**src/rtl/alu_issue_stage.sv**
```systemverilog
// alu_issue_stage: operand-issue and writeback stage around an external 8-bit ALU.
// The stage holds an 8 x 8-bit register file and latches one decoded instruction
// into an EX register that drives the ALU. The ALU result is written back on the
// next advancing edge. The in-flight result is forwarded to the next instruction,
// so dependent back-to-back instructions do not stall.
module alu_issue_stage #(
    parameter int UUID  = 0,
    parameter     NAME  = "",
    parameter int CNT_W = 16
) (
    input  logic             clk,
    input  logic             rst,
    input  logic             in_valid,
    output logic             in_ready,
    input  logic [7:0]       in_op,
    input  logic [2:0]       in_src1,
    input  logic [2:0]       in_src2,
    input  logic             in_use_imm,
    input  logic [7:0]       in_imm,
    input  logic [2:0]       in_dst,
    input  logic             hold,
    output logic [7:0]       alu_instr,
    output logic [7:0]       alu_a,
    output logic [7:0]       alu_b,
    input  logic [7:0]       alu_result,
    output logic             ex_valid,
    input  logic [2:0]       rd_addr,
    output logic [7:0]       rd_data,
    output logic [CNT_W-1:0] retired
);

    // UUID and NAME only identify the instance; fold them into a sink signal.
    logic [31:0] unused_id_s;
    assign unused_id_s = UUID ^ $bits(NAME);

    logic [7:0] regs_r [8];
    logic [2:0] ex_dst_r;
    logic [7:0] op_a_s;
    logic [7:0] op_b_s;
    logic       advance_s;

    // Register 0 is hard zero; otherwise use the in-flight result when it
    // targets the same non-zero register, else the register file value.
    function automatic logic [7:0] pick_operand(
        input logic [2:0] idx,
        input logic [7:0] reg_val,
        input logic       fwd_valid,
        input logic [2:0] fwd_dst,
        input logic [7:0] fwd_val
    );
        logic [7:0] val;
        if (idx == 3'd0) begin
            val = 8'h00;
        end else if (fwd_valid && (fwd_dst != 3'd0) && (idx == fwd_dst)) begin
            val = fwd_val;
        end else begin
            val = reg_val;
        end
        return val;
    endfunction

    assign in_ready  = ~hold;
    assign advance_s = ~hold;

    // Select operands A and B for the instruction offered on the input side.
    always_comb begin
        op_a_s = pick_operand(in_src1, regs_r[in_src1], ex_valid, ex_dst_r, alu_result);
        if (in_use_imm) begin
            op_b_s = in_imm;
        end else begin
            op_b_s = pick_operand(in_src2, regs_r[in_src2], ex_valid, ex_dst_r, alu_result);
        end
    end

    // Debug read port: returns the current (pre-edge) register value.
    always_comb begin
        if (rd_addr == 3'd0) begin
            rd_data = 8'h00;
        end else begin
            rd_data = regs_r[rd_addr];
        end
    end

    // EX register: load on an advancing edge with a valid instruction, keep
    // operands unchanged otherwise so the ALU output stays stable.
    always_ff @(posedge clk or negedge rst) begin
        if (!rst) begin
            ex_valid  <= 1'b0;
            alu_instr <= 8'h00;
            alu_a     <= 8'h00;
            alu_b     <= 8'h00;
            ex_dst_r  <= 3'd0;
        end else if (advance_s) begin
            if (in_valid) begin
                ex_valid  <= 1'b1;
                alu_instr <= in_op;
                alu_a     <= op_a_s;
                alu_b     <= op_b_s;
                ex_dst_r  <= in_dst;
            end else begin
                ex_valid  <= 1'b0;
            end
        end else begin
            ex_valid <= ex_valid;
        end
    end

    // Register file writeback of the EX result; writes to register 0 are dropped.
    always_ff @(posedge clk or negedge rst) begin
        if (!rst) begin
            for (int i = 0; i < 8; i++) begin
                regs_r[i] <= 8'h00;
            end
        end else if (advance_s && ex_valid && (ex_dst_r != 3'd0)) begin
            regs_r[ex_dst_r] <= alu_result;
        end else begin
            regs_r[0] <= 8'h00;
        end
    end

    // Retired-instruction counter, wraps modulo 2^CNT_W; dst=0 still counts.
    always_ff @(posedge clk or negedge rst) begin
        if (!rst) begin
            retired <= {CNT_W{1'b0}};
        end else if (advance_s && ex_valid) begin
            retired <= retired + {{(CNT_W-1){1'b0}}, 1'b1};
        end else begin
            retired <= retired;
        end
    end

endmodule

```
**config.mk**
```make
export PLATFORM = sky130hd
export DESIGN_NAME = alu_issue_stage
export DESIGN_NICKNAME = d
export VERILOG_FILES = /design/src/rtl/alu_issue_stage.sv
export SDC_FILE = /design/constraint.sdc
export NUM_CORES = 1
export LEC_CHECK = 0
export CORE_MARGIN = 2
export CORE_UTILIZATION = 49
export DETAILED_ROUTE_END_ITERATION = 8
export PLACE_DENSITY_LB_ADDON = 0.2
export SKIP_CTS_REPAIR_TIMING = 1
export SYNTH_ARGS = -nofsm -noshare
export SYNTH_HDL_FRONTEND = slang
export SYNTH_SLANG_ARGS = --single-unit
```
**constraint.sdc**
```tcl
create_clock -name clk -period 1.9 [get_ports clk]
set_input_delay 0.38 -clock clk [delete_from_list [all_inputs] [get_ports clk]]
set_output_delay 0.38 -clock clk [all_outputs]
set_load 0.005 [all_outputs]
```
==> impl_results.md <==
- Crit Path Max Fanout: 4
- Hold Vio Cnt, Final: 0
- Htree depth: 3
- Commonest non-fill, non-tap cell in the layout: dfrtp_1
- Vias: between 5,000 and 6,000
- EDFF count, synth: 0
- Outcome: finished, violations left
- Post-route cell area: around 8300 um2
- Final period util: 105%
- DRC viols: 0
- Period minus WS final: just under 2000 ps
- Relative slew slack: 46.6%
- Worst EP arrival: ~1600 ps
- FMAX: just over 500 MHz
- Slew @ Worst Pin: around 800 ps
- Clock Pin Slew Worst Setup and Hold Paths: 80 ps
- Mapped Area: 6000 um2
- Clock latency on the worst-skew pair: roughly 360 ps
- Placer congestion estimate: a little over 0.9
- Core area: approximately 12,000 um2
- CP Launch Type: flop
- Critical Path Sink Type: output port
- Vias in the first global route: 5,123
- Layout cells sized above 1: around a third
- Port Buf Inserts: 90
- Post-DP HPWL: 13.1 mm
- Initial antenna violation count: 0
- Pin count of the biggest net entering global routing: 40
- Final wirelength: around 18 mm
- Root buf cell: clkbuf_16
- Failing checks: negative setup slack
- Synth Flop Type: dfrtp_1
- Hold Path Class: reg -> reg
- # IOs: 91
- CTS sink cnt: roughly 110
- Crit path kind: reg -> out
- Placed instance area: 7850 um2
- Die X: roughly 110 um
- Gr ovfl total: 0
- First-pass detailed-route iteration total: 5
- FF-to-FF path depth: 5
- Post-route ant nets: 0
- Yosys synthesis warning count: 0
- Drt wl/cell: around 22 um
- Hold path cells: 1
- Filler cells: 918
- Vias per inst: a little over 6
- Final net count: between 700 and 800
- Final Non-Filler Cells: around 850
- Max-cap violations: 0
- Most frequent cells in the layout: dfrtp_1, buf_4, clkdlybuf4s50_1, mux2_2, nand2_1
- Seq/Total Area, Yosys: around 45%
- Setup ws final: -85.8 ps
- Syn avg cell area: 11.7 um2
- CTS Buf Count: 9
- Skew final: 9.36 ps
- Initial DRC Count: between 400 and 500
- Required time worst endpoint: about 1500 ps
- Max clock buf depth: 2
- RSZ-0062 raised after global routing: true
- Setup-failing EPs final: 8
- Final slew viol count: 0
- Die H: 115 um
- Register Area: about 2700 um2
- Async SR Flop Fraction: 100%
- Post-Syn Nets: about 560
- Post-Syn Instances: between 500 and 600
- Leak: ~3.8 nW
- First-pass GRT wire length: roughly 28 mm
- Ant diodes: 0
- Unique masters post-synth: 39
- Multi-input logic area: ~3200 um2
- Initial Utilization: between 50% and 60%
- CTS tree: built
- Pwr Density: ~1000 nW/um2
- Synthesis-stage register bit count: around 110
- Syn-to-layout area delta: 38.7%
- Die Area: 13,100 um2
- Placed cells: between 800 and 900
- Site Rows: 40
- GRT Total Usage: between 20 and 30%
- Maximum VDD drop: between 0.6 and 0.7 mV
[state kept, by name, indices dropped and copies added, names as in the netlist]
| name | count |
|---|---|
| alu_a | 8 |
| alu_b | 8 |
| alu_instr | 8 |
| ex_dst_r | 3 |
| ex_valid | 1 |
| regs_r | 64 |
| retired | 16 |
[through the flow]
step | hold slack [ps] | total power, W | util (%) | TNS [ps] | setup WS (ps)
6_report | 475 | 0.00848 | 69.6 | -366 | -85.8
2_1_floorplan | 84.4 | 0.00482 | - | 0 | 35.0
3_3_place_gp | 349 | 0.00633 | 65.7 | -15450 | -1010
4_1_cts | -33.4 | 0.00845 | 68.2 | -7990 | -1030
5_1_grt | 486 | 0.00887 | 69.6 | -686 | -144
3_5_place_dp | 360 | 0.00646 | 65.7 | -18250 | -1030
[layout make-up]
class,instances,area share (%)
sequential,108,32.5
timing repair buffer,209,23.3
clock inverter,6,0.842
clock buffer,10,2.87
inverter,4,0.180
multi-input combinational,369,38.1
tap,147,2.21
[routing by layer]
metal  GRT usage [%]  up-vias  routed length [um]  part of all wire [%]
li1                -     2297                   -                     -
met1            39.2     2570                7750                    42
met2            44.1      285                8580                    47
met3            4.61       45                1360                   7.4
met4            13.0        0                 705                   3.8
met5               0        -                   0                     0
[critical path: stages, from the launching register on]
cell and delay, ps:
dfrtp_1 430, mux4_2 510, nor2_2 120, a221oi_1 50
clkbuf_2 130
[power breakdown]
group          internal [W]  switching, W
clock network       0.00107      0.000904
logic               0.00187       0.00122
registers           0.00291      0.000497
[logic make-up after synthesis]
logic type                 count (synthesis)  synth area share [%]
AOI/OAI and AO/OA                         74                  8.22
xor gates and xnor gates                  21                  3.07
adders and majority gates                  1                 0.209
buffers and inverters                     37                  2.77
DFF                                      108                  45.1
muxes                                    130                  28.2
and+or+nand+nor                          143                  12.4
[Yosys cell counts (2+ instances only)]
master	number	share of area, %
a221oi_1	8	1.2
buf_2	16	1.3
mux2_2	59	11
a31oi_1	8	0.83
mux2i_1	47	7.8
mux4_2	19	7.1
nor2_1	23	1.4
nor3_1	6	0.50
a32oi_1	12	1.8
clkbuf_1	13	0.81
xnor2_1	7	1.0
nand4b_1	8	1.2
a22oi_1	11	1.4
nor4_1	2	0.21
nand2_1	51	3.2
buf_1	3	0.19
xor2_1	14	2.0
and2_1	9	0.94
nand4_1	5	0.52
nand2b_1	2	0.21
inv_1	4	0.25
a21oi_1	9	0.75
o21ai_0	23	1.9
nor2b_1	15	1.6
dfrtp_1	108	45
nand3_1	14	1.2
mux4_1	5	2.2
nor4_2	2	0.42
[path summary, 6_finish.rpt]
path                       slack [ps]           to        start
setup / recovery                  -90   rd_data[3]   regs_r[59]
hold / removal                    470  retired[15]  retired[15]
setup reg to reg                   40     alu_a[6]   regs_r[46]
hold reg to reg                   470  retired[15]  retired[15]
max in group asynchronous         810    regs_r[4]          rst
min in group asynchronous         500   retired[2]          rst
No activity file was read; power rests on OpenSTA's default activity.
